File: src/rtl/rfphoenix_dcache_wr_arbiter_if.sv
// rfphoenix_dcache_wr_arbiter_if
//
// Purpose: bundles every request, grant and write-port signal of the
// data-cache write arbiter, so the arbiter and its environment share one
// connection.
//
// Signal summary:
//   fill_*    line refill beats from the bus interface (fill_gnt, fill_err back)
//   st_*      store-hit updates from the memory stage (st_gnt back)
//   inv_*     line invalidations (inv_gnt back)
//   wr_*      sequenced dcache RAM write port driven by the arbiter
//
// Modports:
//   slave     the arbiter: takes requests, returns grants, drives the RAM port
//   master    the requesters/RAM side: drives requests, observes the rest
interface rfphoenix_dcache_wr_arbiter_if #(
  parameter int ABITS = 32,
  parameter int DBITS = 128
);
  localparam int SBITS = DBITS / 8;

  logic             fill_req;
  logic [ABITS-1:0] fill_adr;
  logic [DBITS-1:0] fill_dat;
  logic             fill_last;
  logic             fill_gnt;
  logic             fill_err;

  logic             st_req;
  logic [ABITS-1:0] st_adr;
  logic [DBITS-1:0] st_dat;
  logic [SBITS-1:0] st_sel;
  logic             st_hit;
  logic             st_cacheable;
  logic             st_gnt;

  logic             inv_req;
  logic [ABITS-1:0] inv_adr;
  logic             inv_gnt;

  logic             wr;
  logic [ABITS-1:0] wr_adr;
  logic [DBITS-1:0] wr_dat;
  logic [SBITS-1:0] wr_sel;
  logic             wr_tag;
  logic             wr_inv;

  modport slave (
    input  fill_req, fill_adr, fill_dat, fill_last,
    output fill_gnt, fill_err,
    input  st_req, st_adr, st_dat, st_sel, st_hit, st_cacheable,
    output st_gnt,
    input  inv_req, inv_adr,
    output inv_gnt,
    output wr, wr_adr, wr_dat, wr_sel, wr_tag, wr_inv
  );

  modport master (
    output fill_req, fill_adr, fill_dat, fill_last,
    input  fill_gnt, fill_err,
    output st_req, st_adr, st_dat, st_sel, st_hit, st_cacheable,
    input  st_gnt,
    output inv_req, inv_adr,
    input  inv_gnt,
    input  wr, wr_adr, wr_dat, wr_sel, wr_tag, wr_inv
  );
endinterface

File: src/rtl/rfphoenix_dcache_wr_arbiter.sv
// rfphoenix_dcache_wr_arbiter
//
// Purpose: arbitrates the single data-cache write port between line
// refills, store-hit updates and line invalidations. A refill owns its line
// from the first beat until the closing tag/valid write; stores and
// invalidates to other lines may use the cycles in which no fill beat is
// offered. Grants are combinational, the RAM port is registered (latency 1).
//
// Ports:
//   clk   clock, all logic on the rising edge
//   rst   synchronous active-high reset; forces all grants low while high
//   bus   rfphoenix_dcache_wr_arbiter_if.slave (requests, grants, RAM port)
module rfphoenix_dcache_wr_arbiter #(
  parameter int ABITS  = 32,
  parameter int DBITS  = 128,
  parameter int BEATS  = 4,
  parameter int STARVE = 4
) (
  input logic                          clk,
  input logic                          rst,
  rfphoenix_dcache_wr_arbiter_if.slave bus
);

  localparam int SBITS = DBITS / 8;
  localparam int BOFF  = $clog2(SBITS);
  localparam int LOFF  = $clog2(BEATS * SBITS);
  localparam int LBITS = ABITS - LOFF;
  localparam int CBITS = (BEATS > 1) ? $clog2(BEATS) : 1;
  localparam int WBITS = $clog2(STARVE + 1);

  localparam logic [CBITS-1:0] LAST_BEAT = CBITS'(BEATS - 1);
  localparam logic [WBITS-1:0] WAIT_MAX  = WBITS'(STARVE);

  typedef enum logic [1:0] {
    IDLE,
    FILL,
    TAGUPD
  } state_e;

  state_e           state_q, state_d;
  logic [CBITS-1:0] beat_q, beat_d;
  logic [LBITS-1:0] line_q, line_d;
  logic [WBITS-1:0] wait_q, wait_d;

  logic             wr_q, wr_d;
  logic             tag_q, tag_d;
  logic             inv_q, inv_d;
  logic             err_q, err_d;
  logic [ABITS-1:0] adr_q, adr_d;
  logic [DBITS-1:0] dat_q, dat_d;
  logic [SBITS-1:0] sel_q, sel_d;

  logic             st_write;
  logic             st_nowrite;
  logic             st_starved;
  logic             st_other;
  logic             inv_other;
  logic             gnt_fill;
  logic             gnt_st_w;
  logic             gnt_st_nw;
  logic             gnt_inv;
  logic [CBITS-1:0] fill_beat;
  logic             fill_at_end;
  logic [LBITS-1:0] fill_line;

  // Only cacheable hits actually touch the RAM; every other store is just
  // acknowledged so the memory stage can move on.
  assign st_write   = bus.st_req & bus.st_hit & bus.st_cacheable;
  assign st_nowrite = bus.st_req & ~(bus.st_hit & bus.st_cacheable);
  assign st_starved = (wait_q == WAIT_MAX);

  // While a fill owns a line, only requests to other lines may slip in.
  assign st_other  = st_write    & (bus.st_adr[ABITS-1:LOFF]  != line_q);
  assign inv_other = bus.inv_req & (bus.inv_adr[ABITS-1:LOFF] != line_q);

  // The first beat is taken in IDLE, so it always uses beat 0 and the
  // incoming line address; later beats use the latched line and counter.
  assign fill_beat   = (state_q == FILL) ? beat_q : '0;
  assign fill_at_end = (fill_beat == LAST_BEAT);
  assign fill_line   = (state_q == IDLE) ? bus.fill_adr[ABITS-1:LOFF] : line_q;

  // Grant selection. A starved store jumps ahead of inv and a fill start,
  // but never ahead of a beat of a fill already in progress.
  always_comb begin
    gnt_fill = 1'b0;
    gnt_st_w = 1'b0;
    gnt_inv  = 1'b0;
    case (state_q)
      IDLE: begin
        if (st_write && st_starved) gnt_st_w = 1'b1;
        else if (bus.inv_req)       gnt_inv  = 1'b1;
        else if (bus.fill_req)      gnt_fill = 1'b1;
        else if (st_write)          gnt_st_w = 1'b1;
      end
      FILL: begin
        if (bus.fill_req)                gnt_fill = 1'b1;
        else if (st_other && st_starved) gnt_st_w = 1'b1;
        else if (inv_other)              gnt_inv  = 1'b1;
        else if (st_other)               gnt_st_w = 1'b1;
      end
      default: ;
    endcase
    if (rst) begin
      gnt_fill = 1'b0;
      gnt_st_w = 1'b0;
      gnt_inv  = 1'b0;
    end
  end

  assign gnt_st_nw = st_nowrite & (state_q != TAGUPD) & ~rst;

  assign bus.fill_gnt = gnt_fill;
  assign bus.st_gnt   = gnt_st_w | gnt_st_nw;
  assign bus.inv_gnt  = gnt_inv;

  // State and output registers.
  always_ff @(posedge clk) begin
    if (rst) begin
      state_q <= IDLE;
      beat_q  <= '0;
      line_q  <= '0;
      wait_q  <= '0;
      wr_q    <= 1'b0;
      tag_q   <= 1'b0;
      inv_q   <= 1'b0;
      err_q   <= 1'b0;
      adr_q   <= '0;
      dat_q   <= '0;
      sel_q   <= '0;
    end else begin
      state_q <= state_d;
      beat_q  <= beat_d;
      line_q  <= line_d;
      wait_q  <= wait_d;
      wr_q    <= wr_d;
      tag_q   <= tag_d;
      inv_q   <= inv_d;
      err_q   <= err_d;
      adr_q   <= adr_d;
      dat_q   <= dat_d;
      sel_q   <= sel_d;
    end
  end

  // Next state. A beat-count mismatch (early fill_last, or the final beat
  // without fill_last) still writes the beat but drops back to IDLE
  // without the tag write, leaving the line invalid.
  always_comb begin
    state_d = state_q;
    beat_d  = beat_q;
    line_d  = line_q;
    case (state_q)
      IDLE, FILL: begin
        if (gnt_fill) begin
          line_d = fill_line;
          if (bus.fill_last && fill_at_end) begin
            state_d = TAGUPD;
            beat_d  = '0;
          end else if (bus.fill_last || fill_at_end) begin
            state_d = IDLE;
            beat_d  = '0;
          end else begin
            state_d = FILL;
            beat_d  = fill_beat + CBITS'(1);
          end
        end
      end
      TAGUPD:  state_d = IDLE;
      default: state_d = IDLE;
    endcase

    if (st_write && !gnt_st_w)
      wait_d = st_starved ? wait_q : wait_q + WBITS'(1);
    else
      wait_d = '0;
  end

  // RAM port for the next cycle. Address/data/select hold their last value
  // when nothing is issued so the RAM bus does not toggle needlessly.
  always_comb begin
    wr_d  = 1'b0;
    tag_d = 1'b0;
    inv_d = 1'b0;
    err_d = 1'b0;
    adr_d = adr_q;
    dat_d = dat_q;
    sel_d = sel_q;
    if (gnt_fill) begin
      wr_d  = 1'b1;
      adr_d = {fill_line, {LOFF{1'b0}}} | (ABITS'(fill_beat) << BOFF);
      dat_d = bus.fill_dat;
      sel_d = '1;
      err_d = bus.fill_last ^ fill_at_end;
    end else if (gnt_st_w) begin
      wr_d  = 1'b1;
      adr_d = bus.st_adr;
      dat_d = bus.st_dat;
      sel_d = bus.st_sel;
    end else if (gnt_inv) begin
      inv_d = 1'b1;
      adr_d = bus.inv_adr;
    end else if (state_q == TAGUPD) begin
      tag_d = 1'b1;
      adr_d = {line_q, {LOFF{1'b0}}};
    end
  end

  assign bus.wr       = wr_q;
  assign bus.wr_tag   = tag_q;
  assign bus.wr_inv   = inv_q;
  assign bus.fill_err = err_q;
  assign bus.wr_adr   = adr_q;
  assign bus.wr_dat   = dat_q;
  assign bus.wr_sel   = sel_q;

endmodule

File: src/flat_wrapper.sv
// flat-port wrapper written by rule: the top's interface ports become plain ports
module rfphoenix_dcache_wr_arbiter_flat 
#(
  parameter int ABITS  = 32,
  parameter int DBITS  = 128,
  parameter int BEATS  = 4,
  parameter int STARVE = 4
)
  (clk, rst, bus_fill_req, bus_fill_adr, bus_fill_dat, bus_fill_last, bus_fill_gnt, bus_fill_err, bus_st_req, bus_st_adr, bus_st_dat, bus_st_sel, bus_st_hit, bus_st_cacheable, bus_st_gnt, bus_inv_req, bus_inv_adr, bus_inv_gnt, bus_wr, bus_wr_adr, bus_wr_dat, bus_wr_sel, bus_wr_tag, bus_wr_inv);
  rfphoenix_dcache_wr_arbiter_if #(.ABITS(ABITS), .DBITS(DBITS)) bus_i ();
  input logic clk;
  input logic rst;
  input wire logic [$bits(bus_i.fill_req)-1:0] bus_fill_req;
  input wire logic [$bits(bus_i.fill_adr)-1:0] bus_fill_adr;
  input wire logic [$bits(bus_i.fill_dat)-1:0] bus_fill_dat;
  input wire logic [$bits(bus_i.fill_last)-1:0] bus_fill_last;
  output wire logic [$bits(bus_i.fill_gnt)-1:0] bus_fill_gnt;
  output wire logic [$bits(bus_i.fill_err)-1:0] bus_fill_err;
  input wire logic [$bits(bus_i.st_req)-1:0] bus_st_req;
  input wire logic [$bits(bus_i.st_adr)-1:0] bus_st_adr;
  input wire logic [$bits(bus_i.st_dat)-1:0] bus_st_dat;
  input wire logic [$bits(bus_i.st_sel)-1:0] bus_st_sel;
  input wire logic [$bits(bus_i.st_hit)-1:0] bus_st_hit;
  input wire logic [$bits(bus_i.st_cacheable)-1:0] bus_st_cacheable;
  output wire logic [$bits(bus_i.st_gnt)-1:0] bus_st_gnt;
  input wire logic [$bits(bus_i.inv_req)-1:0] bus_inv_req;
  input wire logic [$bits(bus_i.inv_adr)-1:0] bus_inv_adr;
  output wire logic [$bits(bus_i.inv_gnt)-1:0] bus_inv_gnt;
  output wire logic [$bits(bus_i.wr)-1:0] bus_wr;
  output wire logic [$bits(bus_i.wr_adr)-1:0] bus_wr_adr;
  output wire logic [$bits(bus_i.wr_dat)-1:0] bus_wr_dat;
  output wire logic [$bits(bus_i.wr_sel)-1:0] bus_wr_sel;
  output wire logic [$bits(bus_i.wr_tag)-1:0] bus_wr_tag;
  output wire logic [$bits(bus_i.wr_inv)-1:0] bus_wr_inv;
  assign bus_i.fill_req = bus_fill_req;
  assign bus_i.fill_adr = bus_fill_adr;
  assign bus_i.fill_dat = bus_fill_dat;
  assign bus_i.fill_last = bus_fill_last;
  assign bus_fill_gnt = bus_i.fill_gnt;
  assign bus_fill_err = bus_i.fill_err;
  assign bus_i.st_req = bus_st_req;
  assign bus_i.st_adr = bus_st_adr;
  assign bus_i.st_dat = bus_st_dat;
  assign bus_i.st_sel = bus_st_sel;
  assign bus_i.st_hit = bus_st_hit;
  assign bus_i.st_cacheable = bus_st_cacheable;
  assign bus_st_gnt = bus_i.st_gnt;
  assign bus_i.inv_req = bus_inv_req;
  assign bus_i.inv_adr = bus_inv_adr;
  assign bus_inv_gnt = bus_i.inv_gnt;
  assign bus_wr = bus_i.wr;
  assign bus_wr_adr = bus_i.wr_adr;
  assign bus_wr_dat = bus_i.wr_dat;
  assign bus_wr_sel = bus_i.wr_sel;
  assign bus_wr_tag = bus_i.wr_tag;
  assign bus_wr_inv = bus_i.wr_inv;
  rfphoenix_dcache_wr_arbiter #(.ABITS(ABITS), .DBITS(DBITS), .BEATS(BEATS), .STARVE(STARVE)) u_core (.clk(clk), .rst(rst), .bus(bus_i));
endmodule
File: config.mk
export PLATFORM = sky130hd
export DESIGN_NAME = rfphoenix_dcache_wr_arbiter_flat
export DESIGN_NICKNAME = d
export VERILOG_FILES = /design/src/rtl/rfphoenix_dcache_wr_arbiter_if.sv /design/src/rtl/rfphoenix_dcache_wr_arbiter.sv /design/src/flat_wrapper.sv
export SDC_FILE = /design/constraint.sdc
export NUM_CORES = 1
export LEC_CHECK = 0
export BUFFER_PORTS_ARGS = -buffer_cell sky130_fd_sc_hd__buf_2
export CAP_MARGIN = 30
export CORE_AREA = 2 2 218 220
export DETAILED_ROUTE_END_ITERATION = 8
export DIE_AREA = 0 0 220 222
export GPL_TIMING_DRIVEN = 0
export PLACE_DENSITY_LB_ADDON = 0.15
export SLEW_MARGIN = 5
export SYNTH_ARGS = -nofsm -noshare
export SYNTH_HDL_FRONTEND = slang
export SYNTH_SLANG_ARGS = --single-unit
File: constraint.sdc
create_clock -name clk -period 5.5 [get_ports clk]
set_input_delay 1.1 -clock clk [delete_from_list [all_inputs] [get_ports clk]]
set_output_delay 1.1 -clock clk [all_outputs]
set_load 0.05 [all_outputs]
==> summary.md <==
| Metric | Value |
|---|---|
| Number of global-route vias before repair | `11300` |
| Slew @ Worst Pin | `885 ps` |
| PostCTS Resize Cnt | `0` |
| Setup ws final | `810 ps` |
| Max-slew violations | `0` |
| Vias per cell | `4.64` |
| GRT Util Overall | `0.203` |
| TNS Setup | `0 ps` |
| Area Overhead vs Synth | `44.2%` |
| Critical-path cell list | `buf_2 > xor2_1 > nor4_1 > nand4_1 > nor3_1 > o31a_1 > buf_2 > buf_2 > buf_2` |
| Synthesized cell area | `10300 µm²` |
| WP data arrival | `3590 ps` |
| Root buffer cell | `clkbuf_16` |
| Critical path class | `input port to primary output` |
| Critical Path RT | `4400 ps` |
| Core area | `46300 µm²` |
| Hold_buf cts | `0` |
| Crit-path slowest cell | `nor4_1` |
| Worst-case clock buffer depth | `3` |
| Routed WL | `51700 µm` |
| Rows | `79` |
| Syn. warnings | `0` |
| Cts bufs inserted | `29` |
| EDFF count, synth | `0` |
| Ys async rst share | `0` |
| Final Hold Vio Count | `0` |
| Status | `completed` |
| R2r endpoint | `u_core.bus.wr_adr[20]$_SDFFE_PP0P_` |
| Max Clk Rate | `0.213 GHz` |
| Startpoint types | `input port` |
| Top Ports | `559` |
| Hold Crit Class | `flip-flop to flip-flop` |
| Share of layout cells above drive strength 1 | `0.358` |
| Max-Cap Viols | `0` |
| GR Util met2 | `0.353` |
| CP top delay family | `simple AND/OR/NAND/NOR gates` |
| Critical Path Fanout Max | `10` |
| Reg area | `4260 µm²` |
| Min cycle time layout | `4690 ps` |
| R2R Setup Slk | `1930 ps` |
| Clock transition at path regs | `50 ps` |
| Cells after Synth | `1168` |
| Clk_skew | `17.7 ps` |
| Initial core utilization | `0.222` |
| Bufs and invs on worst path | `4` |
| Slew margin rel. | `0.407` |
| Residual DRC count | `0` |
| Worst path most repeated cell | `buf_2` |
| Worst setup path end | `bus_inv_gnt` |
| Detail Route Antenna Nets | `0` |
| Crit-path max cell delay | `510 ps` |
| # clock sinks | `213` |
| Power Density | `320 nW/µm²` |
| Final instance area | `14800 µm²` |
| CP endpoint kind | `primary output` |
| Worst reg2reg startpoint | `u_core.line_q[8]$_SDFFE_PP0P_` |
| Path depth of the worst reg2reg path | `10` |
| Sequential fraction of the synthesis area | `0.416` |
| GRT Residual Overflow | `0` |
| Final setup violation count | `0` |
| Die width | `220 µm` |
| Final HPWL DP | `41100 µm` |
| PortBufs | `552` |
| Post-CTS setup buffer count | `0` |
| First-pass detailed-route iteration total | `5` |
| Die height | `222 µm` |
| DP Area | `13800 µm²` |
| FF+latch count, synth | `213` |
| H-tree level count | `1` |
| Place WS | `859 ps` |
| Crit. Startpoint | `bus_st_adr[8]` |
| Global route hottest layer | `met2` |
| First-pass GRT wire length | `73800 µm` |
| Die Area | `48800 µm²` |
| Iteration-0 DRC Markers | `489` |
| Largest net degree at the start of global routing | `14` |
| Worst hold path depth | `2` |
| Syn_nets | `1550` |
| GRT met1 Usage | `0.234` |
| M3 GR Usage | `0.0646` |
| Multi-input gate area | `5530 µm²` |
| GPL Wtd Cong | `0.837` |
| Synth unique cells | `48` |
| Worst skew pair latency | `560 ps` |
| Filler Cells Inserted | `5020` |
| Crit share post-route | `0.853` |
| Vias | `11100` |
| WP depth | `9` |
| RSZ-0062 raised after global routing | `no` |
| Routed length per instance | `21.6 µm` |
| Final #Nets | `2133` |
| Leak | `7.50 nW` |
| CTS tree | `done` |
| Worst ir drop on vdd | `0.181 mV` |
| Initial antenna violation count | `32` |
| Primary FF master, synth | `dfxtp_1` |
| Syn Area/Cell | `8.79 µm²` |
[Yosys cell counts (3+ instances only)]
| cell | n | area share |
|---|---|---|
| nand2_1 | 128 | 0.047 |
| nand4_1 | 7 | 0.0043 |
| a21oi_1 | 73 | 0.036 |
| a222oi_1 | 5 | 0.0049 |
| xor2_1 | 26 | 0.022 |
| nand2b_1 | 3 | 0.0018 |
| nor3_1 | 5 | 0.0024 |
| o22ai_1 | 9 | 0.0055 |
| a21o_1 | 3 | 0.0022 |
| clkbuf_1 | 70 | 0.026 |
| a211o_1 | 21 | 0.018 |
| dfxtp_1 | 213 | 0.42 |
| nor4_1 | 8 | 0.0049 |
| buf_2 | 13 | 0.0063 |
| buf_4 | 15 | 0.011 |
| nand3_1 | 24 | 0.012 |
| mux2i_1 | 157 | 0.15 |
| o21ai_0 | 22 | 0.011 |
| and3_1 | 3 | 0.0018 |
| ha_1 | 6 | 0.0073 |
| and2_1 | 6 | 0.0037 |
| mux2_2 | 4 | 0.0044 |
| inv_1 | 6 | 0.0022 |
| a211oi_1 | 132 | 0.097 |
| nor2_1 | 153 | 0.056 |
| xnor2_1 | 27 | 0.023 |
[cell families after synthesis]
group | Yosys count | share of synthesized area
buf+inv | 106 | 0.0458
mux | 161 | 0.158
flops | 213 | 0.416
fa+ha+maj | 6 | 0.00732
xor+xnor | 53 | 0.0452
simple gates | 347 | 0.141
compound gates | 282 | 0.188
[cell usage in the layout, fill, tap and decap left out, types with 9 or more instances in the layout]
master / synthesis / routed
buf_4: 15 / 15
clkbuf_1: 70 / 77
a21oi_1: 73 / 73
dfxtp_1: 213 / 213
mux2i_1: 157 / 157
nor2_1: 153 / 153
o22ai_1: 9 / 9
nand3_1: 24 / 24
xor2_1: 26 / 26
a211o_1: 21 / 21
buf_2: 13 / 565
nand2_1: 128 / 128
diode_2: 0 / 13
xnor2_1: 27 / 27
o21ai_0: 22 / 22
clkbuf_16: 0 / 29
a211oi_1: 132 / 132
[worst min-delay path by stage]
stage	slack, ps	start	end
finish	450	u_core.bus.wr_adr[20]$_SDFFE_PP0P_	u_core.bus.wr_adr[20]$_SDFFE_PP0P_
global route	470	u_core.bus.wr_adr[29]$_SDFFE_PP0P_	u_core.bus.wr_adr[29]$_SDFFE_PP0P_
CTS	450	u_core.bus.wr_adr[24]$_SDFFE_PP0P_	u_core.bus.wr_adr[24]$_SDFFE_PP0P_
detailed placement	450	u_core.bus.wr_adr[24]$_SDFFE_PP0P_	u_core.bus.wr_adr[24]$_SDFFE_PP0P_
global placement	440	u_core.bus.wr_adr[29]$_SDFFE_PP0P_	u_core.bus.wr_adr[29]$_SDFFE_PP0P_
floorplan	450	u_core.beat_q[1]$_SDFFE_PP0P_	u_core.beat_q[1]$_SDFFE_PP0P_
[stage by stage]
stage	instances	hold WS, ps	total power [mW]	util
after floorplan	1168	446	2.40	-
after global placement	2327	439	2.81	0.298
after detailed placement	2327	445	2.81	0.298
after CTS	2379	451	4.82	0.319
after global routing	2383	469	4.94	0.319
final	2392	448	4.74	0.320
[worst register-to-register path, stage by stage (launching register included)]
cell      delay [ps]
dfxtp_1          360
xor2_1           180
nor4_1           540
nand4_1          290
or2_1            350
a41oi_2          460
and2_1           200
buf_2            220
clkbuf_1         520
a211o_1          250
a21oi_1           70
[sequential cells by signal, indices dropped and copies added, names as in the netlist]
register	cells
u_core.beat_q	2
u_core.bus.fill_err	1
u_core.bus.wr	1
u_core.bus.wr_adr	32
u_core.bus.wr_dat	128
u_core.bus.wr_inv	1
u_core.bus.wr_sel	16
u_core.bus.wr_tag	1
u_core.line_q	26
u_core.state_q	2
u_core.wait_q	3
[power by group]
part,switching (mW),internal (mW)
Sequential,0.0690,1.65
Clock,0.774,1.20
Combinational,0.725,0.321
Total,1.57,3.18
[metal layers]
| metal | vias up | share of wire |
|---|---|---|
| met1 | 5204 | 0.40 |
| met3 | 113 | 0.078 |
| met2 | 393 | 0.49 |
| met4 | 34 | 0.028 |
| met5 | - | 0.0041 |
| li1 | 5361 | - |
[area by class of cell]
| class | instances | area share |
|---|---|---|
| multi-input combinational | 849 | 0.374 |
| timing repair buffer | 552 | 0.187 |
| inverter | 8 | 0.00203 |
| tap | 607 | 0.0513 |
| buffer | 98 | 0.0298 |
| antenna | 13 | 0.00220 |
| sequential | 213 | 0.288 |
| clock inverter | 9 | 0.00879 |
| clock buffer | 43 | 0.0573 |
Note: power is estimated with default switching activity, not from simulation.
